===== config.mk =====
export PLATFORM = sky130hd
export DESIGN_NAME = pic_sequencer
export DESIGN_NICKNAME = d
export VERILOG_FILES = /design/src/rtl/pic_pkg.sv /design/src/rtl/tick_timer.sv /design/src/rtl/pic_sequencer.sv
export SDC_FILE = /design/constraint.sdc
export NUM_CORES = 1
export LEC_CHECK = 0
export CAP_MARGIN = 20
export CORE_UTILIZATION = 50
export DETAILED_ROUTE_END_ITERATION = 6
export GPL_ROUTABILITY_DRIVEN = 0
export HOLD_SLACK_MARGIN = 0.06
export PLACE_DENSITY = 0.75
export SLEW_MARGIN = 20
export SYNTH_ARGS = -nofsm -noshare
export SYNTH_HDL_FRONTEND = slang
export SYNTH_SLANG_ARGS = --single-unit

===== constraint.sdc =====
create_clock -name clk -period 15.6 [get_ports clk]
set_input_delay 3.12 -clock clk [delete_from_list [all_inputs] [get_ports clk]]
set_output_delay 3.12 -clock clk [all_outputs]
set_load 0.02 [all_outputs]

===== src/rtl/pic_pkg.sv =====
// Shared types and default constants for the picture-frame image sequencer.
// Latency: n/a (declarations only).
// Backpressure: n/a.
package pic_pkg;

    typedef enum logic [1:0] {
        BOOT  = 2'd0,
        IDLE  = 2'd1,
        ISSUE = 2'd2,
        WAIT  = 2'd3
    } state_t;

    localparam int          DEF_NUM_IMG     = 16;
    localparam int          DEF_BLK_PER_IMG = 300;
    localparam int unsigned DEF_BASE_LBA    = 32'd0;
    localparam int          DEF_AUTO_TICKS  = 50_000_000;

    // Start LBA of an image: base + idx * blocks_per_image, wrapping in 32 bits.
    function automatic logic [31:0] img_lba(input logic [31:0] base,
                                            input logic [7:0]  idx,
                                            input logic [15:0] blk);
        return base + (32'(idx) * 32'(blk));
    endfunction

endpackage


===== src/rtl/tick_timer.sv =====
// Slideshow interval counter: pulses expire on the last tick of each interval.
// Latency: expire is combinational on the final count; the counter restarts next cycle.
// Backpressure: none; the counter holds at 0 whenever en is low or clr is high.
module tick_timer
    import pic_pkg::*;
#(
    parameter int TICKS = DEF_AUTO_TICKS
) (
    input  logic clk,
    input  logic rst,
    input  logic en,
    input  logic clr,
    output logic expire
);

    localparam int            CW   = (TICKS > 1) ? $clog2(TICKS) : 1;
    localparam logic [CW-1:0] LAST = CW'(TICKS - 1);

    logic [CW-1:0] count;

    assign expire = en && (count == LAST);

    // Count enabled cycles; restart at 0 on clear, disable or expiry.
    always_ff @(posedge clk) begin
        if (rst || clr || !en || expire) begin
            count <= '0;
        end else begin
            count <= count + CW'(1);
        end
    end

endmodule


===== src/rtl/pic_sequencer.sv =====
// Picks the image to show and issues block-read requests for it to the SD reader.
// Latency: read request one cycle after a command is accepted (two cycles after reset).
// Backpressure: commands accepted only in IDLE; request held stable until rd_ready.
module pic_sequencer
    import pic_pkg::*;
#(
    parameter int          NUM_IMG     = DEF_NUM_IMG,
    parameter int          BLK_PER_IMG = DEF_BLK_PER_IMG,
    parameter int unsigned BASE_LBA    = DEF_BASE_LBA,
    parameter int          AUTO_TICKS  = DEF_AUTO_TICKS
) (
    input  logic        clk,
    input  logic        rst,
    input  logic        ctl_valid,
    output logic        ctl_ready,
    input  logic        ctl_incr,
    input  logic        ctl_decr,
    input  logic        auto_en,
    output logic        rd_valid,
    input  logic        rd_ready,
    output logic [31:0] rd_lba,
    output logic [15:0] rd_blk_cnt,
    input  logic        rd_done,
    input  logic        rd_err,
    output logic [7:0]  img_idx,
    output logic        busy,
    output logic        err_flag
);

    localparam logic [7:0]  IDX_MAX = 8'(NUM_IMG - 1);
    localparam logic [15:0] BLK_CNT = 16'(BLK_PER_IMG);

    state_t     state;
    state_t     state_nxt;
    logic [7:0] idx_nxt;
    logic [7:0] idx_inc;
    logic [7:0] idx_dec;
    logic       err_nxt;
    logic       load;
    logic       accept;
    logic       timer_en;
    logic       expire;

    assign ctl_ready = (state == IDLE);
    assign busy      = (state != IDLE);
    assign rd_valid  = (state == ISSUE);
    assign accept    = ctl_valid && ctl_ready;
    assign timer_en  = (state == IDLE) && auto_en;

    assign idx_inc = (img_idx == IDX_MAX) ? 8'd0 : img_idx + 8'd1;
    assign idx_dec = (img_idx == 8'd0) ? IDX_MAX : img_idx - 8'd1;

    // An accepted command also clears the timer, so a same-cycle expiry is dropped.
    tick_timer #(
        .TICKS (AUTO_TICKS)
    ) u_timer (
        .clk    (clk),
        .rst    (rst),
        .en     (timer_en),
        .clr    (accept),
        .expire (expire)
    );

    // Next-state, next index and error flag; load marks entry into ISSUE.
    always_comb begin
        state_nxt = state;
        idx_nxt   = img_idx;
        err_nxt   = err_flag;
        load      = 1'b0;
        case (state)
            BOOT: begin
                idx_nxt   = 8'd0;
                state_nxt = ISSUE;
                load      = 1'b1;
            end
            IDLE: begin
                if (accept) begin
                    if (ctl_incr && !ctl_decr) begin
                        idx_nxt   = idx_inc;
                        state_nxt = ISSUE;
                        load      = 1'b1;
                    end else if (ctl_decr && !ctl_incr) begin
                        idx_nxt   = idx_dec;
                        state_nxt = ISSUE;
                        load      = 1'b1;
                    end
                end else if (expire) begin
                    idx_nxt   = idx_inc;
                    state_nxt = ISSUE;
                    load      = 1'b1;
                end
            end
            ISSUE: begin
                if (rd_ready) begin
                    state_nxt = WAIT;
                end
            end
            WAIT: begin
                if (rd_err) begin
                    err_nxt   = 1'b1;
                    state_nxt = IDLE;
                end else if (rd_done) begin
                    err_nxt   = 1'b0;
                    state_nxt = IDLE;
                end
            end
            default: begin
                state_nxt = BOOT;
            end
        endcase
    end

    // State, index and flag registers; request fields latched on ISSUE entry.
    always_ff @(posedge clk) begin
        if (rst) begin
            state      <= BOOT;
            img_idx    <= 8'd0;
            err_flag   <= 1'b0;
            rd_lba     <= 32'd0;
            rd_blk_cnt <= 16'd0;
        end else begin
            state    <= state_nxt;
            img_idx  <= idx_nxt;
            err_flag <= err_nxt;
            if (load) begin
                rd_lba     <= img_lba(BASE_LBA, idx_nxt, BLK_CNT);
                rd_blk_cnt <= BLK_CNT;
            end
        end
    end

endmodule


Word-level counts from Yosys, hierarchy flattened
Index checks and enable logic that the tools add are counted.
{ "word_totals": {"regBits": 53, "latchBits": 0, "ram_bits": 0, "rom_bits": 0, "in_bits": 9, "out_inout_bits": 60, "elab_cells": 58, "memories": 0} }
{ "classes": {"n_addsub": 3, "multipliers": 1, "n_div": 0, "n_lt_le_gt_ge": 0, "n_eq_ne": 10, "shifts": 0, "n_mux": 22, "bitwise_logic": 0, "reduce_logical": 16} }
{ "ops": {"columns": ["cell", "count"], "rows": [
  ["8-bit two-way mux", 6],
  ["26-bit by 1-bit adder with 26-bit output, second input constant", 1],
  ["26-bit equality test, second input constant", 1],
  ["8-bit one-hot mux with 2 select lines", 1],
  ["8-bit by 7-bit multiplier with 15-bit output, second input constant", 1],
  ["2-bit two-way mux", 7],
  ["8-bit by 1-bit adder with 8-bit output, second input constant", 1],
  ["8-bit by 4-bit equality test with 1-bit output, second input constant", 1],
  ["8-bit logical NOT", 1],
  ["2-bit one-hot mux with 4 select lines", 1],
  ["8-bit by 1-bit subtractor with 8-bit output, second input constant", 1],
  ["1-bit two-way mux", 6],
  ["1-bit logical AND", 5],
  ["2-bit equality test, second input constant", 2],
  ["2-bit by 1-bit inequality test with 1-bit output, second input constant", 2],
  ["4-bit inequality test, second input constant", 1],
  ["4-bit AND reduction", 1],
  ["1-bit logical NOT", 3],
  ["1-bit logical OR", 3],
  ["3-bit by 1-bit inequality test with 1-bit output, second input constant", 1],
  ["3-bit inequality test, second input constant", 1],
  ["2-bit by 1-bit equality test with 1-bit output, second input constant", 1],
  ["2-bit logical NOT", 1],
  ["1-bit one-hot mux with 2 select lines", 1],
  ["other kinds (2)", 2]
]} }

Longest topological paths before layout
Gate-level depths: netlist of run 1.
{ "logic_depth": {"word_depth": 7, "mapped_depth": 23, "ltp_nobuf": 21} }

Hierarchy
Synthesis of run 1 repeated with hierarchy kept, for this count alone.
{ "unflattened": {"hier_cells": 497, "area_unflattened_um2": 4165.2} }
{ "modules_own_cells": {"columns": ["module", "n_inst", "cells_each", "area_each_um2", "seq_area_each_um2"], "rows": [
  ["pic_sequencer", 1, 357, 2894.0, 540.5],
  ["tick_timer", 1, 140, 1271.2, 520.5]
]} }

Least setup slack after synthesis of run 1
Ideal clock, no wire load.
{ "synth_path": {"kind": "input -> register", "startpoint": "input port ctl_incr", "endpoint": "register rd_lba[15]", "setup_time_ps": 116, "t_arrival_ps": 7781, "required_ps": 15484, "path_slack_ps": 7702, "stages": 20, "n_path_buf": 1, "cell_sequence": "inv_1 > ha_1 > clkbuf_1 > nor4bb_1 > a21oi_1 > nand2_1 > o221a_2 > a2bb2oi_1 > inv_1 > ha_1 > ha_1 > fa_1 > ha_1 > ha_1 > a21oi_1 > o21ai_0 > and2_1 > a311o_1 > or2_2 > a41o_1"} }
{ "synth_between": {"elab_chain_len": 7, "elab_cells_between_ends": 12, "cone_classes": "mul: 1; mux: 8; reduce/logical: 3"} }
{ "synth_lines": {"columns": ["element", "line", "source"], "rows": [
  ["start: declaration", "pic_sequencer.sv:16", "input logic ctl_incr,"],
  ["1-bit logical NOT", "pic_sequencer.sv:82", "end else if (ctl_decr && !ctl_incr) begin"],
  ["1-bit logical AND", "pic_sequencer.sv:82", null],
  ["8-bit two-way mux", "pic_sequencer.sv:82", null],
  ["8-bit two-way mux *", "pic_sequencer.sv:78", "if (ctl_incr && !ctl_decr) begin"],
  ["8-bit two-way mux *", "pic_sequencer.sv:77", "if (accept) begin"],
  ["8-bit one-hot mux with 2 select lines *", "pic_sequencer.sv:70", "case (state)"],
  ["net idx_nxt[7]", "pic_sequencer.sv:35", "logic [7:0] idx_nxt;"],
  ["8-bit by 7-bit multiplier with 15-bit output *", "pic_pkg.sv:22", "return base + (32'(idx) * 32'(blk));"],
  ["end signal: assignment", "pic_sequencer.sv:126", "rd_lba <= img_lba(BASE_LBA, idx_nxt, BLK_CNT);"],
  ["end: declaration", "pic_sequencer.sv:21", "output logic [31:0] rd_lba,"]
]} }
The timed path passes the listed nets; every way through them passes the cells marked *.
A chain may end at the register's enable or synchronous reset.

Worst setup path in the final report of run 1
{ "layout_path": {"startpoint": "input port ctl_decr", "endpoint": "register rd_lba[15]"} }
{ "layout_between": {"elab_chain_len": 6, "elab_cells_between_ends": 12, "cone_classes": "mul: 1; mux: 8; reduce/logical: 3"} }
{ "layout_lines": {"columns": ["element", "line", "source"], "rows": [
  ["start: declaration", "pic_sequencer.sv:17", "input logic ctl_decr,"],
  ["1-bit logical AND / 1-bit logical NOT (equally long branches)", "pic_sequencer.sv:82, pic_sequencer.sv:78", null],
  ["8-bit two-way mux / 1-bit logical AND (equally long branches)", "pic_sequencer.sv:82, pic_sequencer.sv:78", null],
  ["8-bit two-way mux *", "pic_sequencer.sv:78", null],
  ["8-bit two-way mux *", "pic_sequencer.sv:77", null],
  ["8-bit one-hot mux with 2 select lines *", "pic_sequencer.sv:70", null],
  ["net idx_nxt[7]", "pic_sequencer.sv:35", null],
  ["8-bit by 7-bit multiplier with 15-bit output *", "pic_pkg.sv:22", null]
]} }
Marked as above.

==> results by group, run 1 <==
Setup path
  • Worst Path Max Fanout: 9
  • Slowest stage delay, CP: approximately 0.48 ns
  • Crit path from: ctl_decr
  • CP Capture Type: register
  • Buffers and inverters on the worst path: 2
  • Critical path's slowest cell: clkdlybuf4s50_1
  • Cell Chain, Critical Path: clkdlybuf4s50_1 -> ha_1 -> nor4bb_1 -> a21oi_1 -> nand2_1 -> o221a_2 -> a2bb2oi_1 -> inv_1 -> ha_1 -> ha_1 -> fa_1 -> ha_1 -> ha_1 -> a21oi_1 -> o21ai_0 -> and2_1 -> a311o_1 -> or2_2 -> a41o_1
  • R2R Path End: rd_lba[15]
  • Crit path to: rd_lba[15]
  • R2r startpoint: img_idx[5]
  • Critical path depth in cells: 19
  • R2R cell count: 17
  • Worst EP arrival: roughly 8.7 ns
  • R2R setup slack: between 9 and 10 ns
  • Most common cell on crit path: ha_1
  • Crit path launch type: primary input
  • Cell family with most CP delay: adder cells
  • Crit path kind: in -> reg
  • Critical Path RT: 15.81 ns

Min path
  • Hold Path Depth: 2
  • Hold crit path type: reg -> reg

Cells and area
  • Nets: between 500 and 600
  • Layout cell share with drive strength beyond 1: 5.816%
  • Area grow syn2layout: 8.583%
  • N_diodes: 0
  • Final instance area: around 4600 um2
  • Final Util: a little under three fifths

Timing
  • Worst Max-Slew Pin Slew: roughly 0.87 ns
  • Clk_skew: 0.01094 ns
  • Clock period minus worst slack: ~8.5 ns
  • Slew Limit Fails: 0
  • Setup TNS: 0 ns
  • Fin crit share: a little over half
  • Final count of negative-setup-slack endpoints: 0
  • Slew headroom: 41.83%
  • Final hold vios: 0
  • FMAX: ~120 MHz
  • RSZ-0062 raised after global routing: no

Route
  • Vias: 3651
  • Antenna viol nets, final: 0
  • Routed WL: approximately 9.3 mm
  • Via density: between 5 and 6
  • Drt pass-1 iters: 5
  • DRC violation count after routing: 0
  • Initial DRC Count: between 200 and 250
  • Avg WL per Cell: between 10 and 15 um

Clock tree
  • Clock tree buffer depth: 2
  • CTS tree: yes
  • Postcts setup bufs: 0
  • Clock latency on the worst-skew pair: a little over 0.3 ns
  • Clock Tree Root: clkbuf_8
  • TritonCTS buffer count: 5
  • CTS Sinks: 53
  • H-tree depth: 2
  • Clock slew at reported path FFs: about 0.10 ns
  • CTS Hold Buffers Added: 0
  • PostCTS Resize Cnt: 0

Place
  • DP HPWL: slightly above 7 mm
  • I/O Buffers: 39
  • Placed cell areas: roughly 4500 um2

Logic synthesis
  • Mapped Cells: ~500
  • Synth async-reset ratio: 0%
  • Synth Area per Inst: 8.297 um2
  • Post-synth EDFFs: 0
  • Ys Warns: 0
  • Sequential area share after synthesis: between 20% and 30%
  • FF+latch count, synth: 53
  • Top post-synthesis cells by area: dfxtp_1 (25%), ha_1 (13%), buf_4 (5.8%)
  • Largest area contributor in the netlist: dfxtp_1
  • Post-synth cell types: 70
  • Post-Synthesis Cell Area: around 4300 um2
  • Post-synth top area share: between 20% and 30%
  • Main synth FF type: dfxtp_1

Pwr
  • Pwr dens: approximately 58 nW/um2
  • Max rail drop VDD: roughly 0.039 mV
  • Power Total: 269.9 uW
  • P_leak: a little under 2 nW

Global route
  • Number of global-route vias before repair: 3477
  • All-Layer GR Usage: between 20% and 30%
  • Congestion Overflow GR: 0
  • Initial antenna violation count: 0
  • First-pass GRT wire length: about 16 mm
  • Largest net degree at the start of global routing: 27

Floorplanning
  • I/O pin count: 69
  • Die width: 94.27 um
  • Die area: 8886 um2
  • DIE HEIGHT: 94.27 um
  • Core area: between 8000 and 9000 um2
  • FP Rows: 33
  • Starting Density: about half

Run
  • Max-cap viol count: 0

Run status
  • Status: finished, final reports clean
stage by stage:
step	worst slack (ns)	cells	hold slack (ns)
floorplan	7.702	541	0.4301
global placement	7.036	630	0.4432
detailed placement	6.785	630	0.4437
CTS	7.130	638	0.4660
global route	6.600	638	0.4865
finish	7.070	638	0.4634
sequential cells by signal, summed over array words and instances, names as in the netlist:
signal and count:
rd_lba 15, u_timer.count 26, state 2, rd_blk_cnt 1
err_flag 1, img_idx 8
routing by layer:
metal,share of wire (%),global-route usage (%),vias up
met4,1.9,8.590,0
li1,-,-,1774
met5,0,0,-
met1,46,29.42,1721
met3,5.6,3.641,18
met2,46,37.26,138
cells by family after synthesis:
kind of cell             share of synthesized area, %
AND/OR/NAND/NOR                                 24.13
buffers and inverters                           11.20
flip-flops                                      24.93
adder cells (fa/ha/maj)                         15.93
XOR/XNOR                                        7.613
other                                         0.08810
multiplexers                                    1.940
AO/OA/AOI/OAI                                   14.17
worst min path at each step:
stage,slack (ns),start,end
3_5_place_dp,0.44,rd_lba[10],rd_lba[10]
4_1_cts,0.47,rd_lba[10],rd_lba[10]
5_1_grt,0.49,rd_lba[11],rd_lba[11]
3_3_place_gp,0.44,rd_lba[13],rd_lba[13]
6_report,0.46,rd_lba[11],rd_lba[11]
2_1_floorplan,0.43,u_timer.count[0],u_timer.count[0]
worst reg2reg max path, stage by stage, from the launching register on:
cell	delay, ns
dfxtp_1	0.47
nor4_1	0.76
a21oi_1	0.36
nand2_1	0.19
o221a_2	0.20
a2bb2oi_1	0.39
inv_1	0.17
ha_1	0.32
ha_1	0.32
fa_1	0.48
ha_1	0.30
ha_1	0.36
a21oi_1	0.20
o21ai_0	0.14
and2_1	0.21
a311o_1	0.34
or2_2	0.29
a41o_1	0.22
layout make-up:
| cell class | count | area, um2 |
|---|---|---|
| clock inverter | 2 | 16.27 |
| sequential | 53 | 1061 |
| timing repair buffer | 40 | 397.9 |
| fill | 755 | 3595 |
| clock buffer | 6 | 82.58 |
| multi-input combinational | 403 | 2824 |
| inverter | 29 | 108.9 |
| tap | 105 | 131.4 |
cells in the final DEF, fill, tap and decap left out, drive strengths merged, types with 7 or more instances in the layout:
cell type and n:
nor2 60, dfxtp 53, ha 43, clkdlybuf4s50 39, nand2 32, inv 30, conb 29, nand3 27
a21oi 23, xnor2 19, xor2 18, nor3 18, o21ai 14, nand4 10, and3 10, fa 7
a31oi 7
synth_stat cells (all sizes together), types with 3 or more instances:
cell / number
a31o: 5
a21o: 6
a31oi: 7
a21oi: 23
o31ai: 3
mux2i: 6
ha: 43
nor2b: 5
dfxtp: 53
and4: 5
a211oi: 6
nand3b: 3
nand4: 10
clkbuf: 13
and3: 10
o21bai: 4
xor2: 18
xnor2: 19
buf: 43
and2: 3
fa: 7
nor3: 18
nand2: 32
nor2: 60
o211ai: 4
o21ai: 14
or4: 3
nand3: 27
inv: 29
power by group:
part / switching [mW] / internal (mW)
Sequential: 0.00368 / 0.137
Combinational: 0.0282 / 0.0170
Clock: 0.0469 / 0.0366
No activity file was read; power rests on OpenSTA's default activity.
==> inputs of run 2 (changes only) <==
--- a/config.mk
+++ b/config.mk
@@ -6,11 +6,11 @@
 export NUM_CORES = 1
 export LEC_CHECK = 0
 export CAP_MARGIN = 20
-export CORE_UTILIZATION = 50
+export CORE_UTILIZATION = 49
 export DETAILED_ROUTE_END_ITERATION = 6
 export GPL_ROUTABILITY_DRIVEN = 0
 export HOLD_SLACK_MARGIN = 0.06
-export PLACE_DENSITY = 0.75
+export PLACE_DENSITY = 0.77
 export SLEW_MARGIN = 20
 export SYNTH_ARGS = -nofsm -noshare
 export SYNTH_HDL_FRONTEND = slang
==> constraint.sdc (replaced) <==
create_clock -name clk -period 7.2 [get_ports clk]
set_input_delay 1.44 -clock clk [delete_from_list [all_inputs] [get_ports clk]]
set_output_delay 1.44 -clock clk [all_outputs]
set_load 0.02 [all_outputs]
==> run 2 against run 1 <==
  * Clock skew is 0.0043 ns lower
  * Critical endpoint unchanged
  * Setup slack worse by 6.7 ns
  * Via count rose by 0.27%
  * Cell count up 0.31%
  * Register-to-register slack got worse by 8.4 ns
  * Count of clock-buffer cells in the layout unchanged
==> results by group, run 2 (synthesis gave the netlist of run 1 again) <==
Run status
  • Status: finished, final reports clean

Setup path
  • Worst EP arrival: between 7 and 8 ns
  • Slowest stage delay, CP: 0.49 ns
  • Cell Chain, Critical Path: clkdlybuf4s50_1 -> inv_1 -> ha_1 -> nor4bb_1 -> a21oi_1 -> nand2_1 -> o221a_2 -> a2bb2oi_1 -> inv_1 -> ha_1 -> ha_1 -> fa_1 -> ha_1 -> ha_1 -> a21oi_1 -> o21ai_0 -> and2_1 -> a311o_1 -> or2_2 -> a41o_1
  • Crit path kind: in -> reg
  • R2R cell count: 17
  • R2R setup slack: 1.36 ns
  • R2r startpoint: img_idx[5]
  • R2R Path End: rd_lba[15]
  • Critical path's slowest cell: fa_1
  • Buffers and inverters on the worst path: 3
  • Most common cell on crit path: ha_1
  • CP Capture Type: register
  • Critical Path RT: ~7.4 ns
  • Cell family with most CP delay: adder cells
  • Crit path launch type: primary input
  • Worst Path Max Fanout: 9

Floorplanning
  • Starting Density: between 50 and 60%
  • Core area: roughly 8300 um2
  • FP Rows: 33
  • Die area: ~9100 um2
  • DIE HEIGHT: ~95 um
  • I/O pin count: 69
  • Die width: roughly 95 um

Clock tree
  • PostCTS Resize Cnt: 0
  • CTS Sinks: 53
  • TritonCTS buffer count: 5
  • CTS Hold Buffers Added: 0
  • Clock Tree Root: clkbuf_8
  • Postcts setup bufs: 0
  • Clock slew at reported path FFs: 0.09 ns
  • H-tree depth: 2
  • CTS tree: yes
  • Clock tree buffer depth: 2
  • Clock latency on the worst-skew pair: 0.31 ns

Pwr
  • P_leak: 1.971 nW
  • Pint: between 400 and 500 uW
  • Seq pwr share: around 52%
  • Pwr dens: 126.7 nW/um2
  • Combinational fraction of design power: 16.8%
  • Clock share of power: around 31%
  • Power Total: about 590 uW
  • Sw Pwr: roughly 170 uW
  • Max rail drop VDD: around 0.08 mV
  • Switching share of power: slightly below 30%

Cells and area
  • Top Registers: u_timer.count x26, rd_lba x15, img_idx x8
  • Area grow syn2layout: 8.965%
  • Nets: about 600
  • Final Util: a little under three fifths
  • # fillers: between 700 and 800
  • Final instance area: 4638 um2
  • Most frequent cells in the layout: nor2_1 (60), dfxtp_1 (53), ha_1 (43), clkdlybuf4s50_1 (39), nand2_1 (32)
  • Max FFs per register: 26
  • Layout cell share with drive strength beyond 1: 6.168%
  • Largest register by flop count: u_timer.count
  • Most common cell after layout, fill and taps aside: nor2_1
  • N_diodes: 0

Global route
  • All-Layer GR Usage: ~22%
  • Largest net degree at the start of global routing: 27
  • First-pass GRT wire length: between 15 and 20 mm
  • Initial antenna violation count: 0
  • Number of global-route vias before repair: between 3000 and 4000
  • Congestion Overflow GR: 0

Route
  • Routed WL: roughly 9.3 mm
  • Vias: roughly 3700
  • Drt pass-1 iters: 5
  • DRC violation count after routing: 0
  • Avg WL per Cell: 14.54 um
  • Initial DRC Count: roughly 150
  • Via density: 5.720
  • Antenna viol nets, final: 0

Timing
  • Clk_skew: roughly 0.0066 ns
  • Setup TNS: 0 ns
  • Worst Max-Slew Pin Slew: 0.8474 ns
  • Final hold vios: 0
  • Slew Limit Fails: 0
  • Fin crit share: between 90% and 100%
  • Slew headroom: 42.99%
  • FMAX: around 150 MHz
  • RSZ-0062 raised after global routing: no
  • Final count of negative-setup-slack endpoints: 0
  • Clock period minus worst slack: approximately 6.8 ns
  • Final hold slack: between 0.4 and 0.5 ns

Place
  • DP HPWL: between 7 and 8 mm
  • I/O Buffers: 39
  • Placed cell areas: between 4000 and 5000 um2

Run
  • Max-cap viol count: 0

Min path
  • Min-delay src: rd_lba[11]
  • Hold crit path type: reg -> reg
  • Hold Path Depth: 2
  • Hold Crit Endpoint: rd_lba[11]
[run 2: cell count changes in the layout (fill, tap and decap cells not counted), sizes merged]
cell | previous run | this run
buf | 1 | 3
clkinv | 0 | 1
clkinvlp | 1 | 0
[run 2: per-layer routing]
| layer | track usage (%) | vias up | routed length [um] |
|---|---|---|---|
| li1 | - | 1786 | - |
| met3 | 3.030 | 21 | 605 |
| met5 | 0 | - | 0 |
| met1 | 28.95 | 1701 | 4200 |
| met2 | 37.20 | 153 | 4352 |
| met4 | 6.818 | 0 | 144 |
[run 2: through the flow]
| stage | worst slack (ns) | cells |
|---|---|---|
| 6_report | 0.3922 | 640 |
| 5_1_grt | 0.04835 | 640 |
| 4_1_cts | 0.4318 | 640 |
| 3_5_place_dp | 0.1129 | 632 |
| 3_3_place_gp | 0.3165 | 632 |
| 2_1_floorplan | 0.9823 | 541 |
[run 2: tightest hold or removal path: stages, from the launching register on]
cell     delay [ns]
dfxtp_1        0.32
nand2_1        0.05
a21oi_1        0.05
[run 2: power by group through the flow]
stage | Clock (mW) | Sequential (mW) | Combinational [mW]
final | 0.183 | 0.306 | 0.0989
after global routing | 0.199 | 0.307 | 0.109
after CTS | 0.190 | 0.306 | 0.0986
after detailed placement | 0 | 0.312 | 0.0980
after global placement | 0 | 0.312 | 0.0963
after floorplan | 0 | 0.313 | 0.0836
[run 2: worst max-delay path by stage]
stage | start | endpoint | slack (ns) | cells past startpoint
floorplan | ctl_incr | rd_lba[15] | 0.98 | 20
global placement | ctl_decr | rd_lba[15] | 0.32 | 19
detailed placement | ctl_incr | rd_lba[15] | 0.11 | 20
CTS | ctl_incr | rd_lba[15] | 0.43 | 20
global route | ctl_incr | rd_lba[15] | 0.05 | 20
finish | ctl_incr | rd_lba[15] | 0.39 | 20
[run 2: final cells by class]
type,instances,area [um2],area share [%]
clock inverters,2,17.52,0.3777
repair buffers,42,412.9,8.902
flip-flops and latches,53,1061,22.88
clock buffers,6,82.58,1.780
multi-input cells,403,2824,60.88
inverters,29,108.9,2.347
well taps,105,131.4,2.832
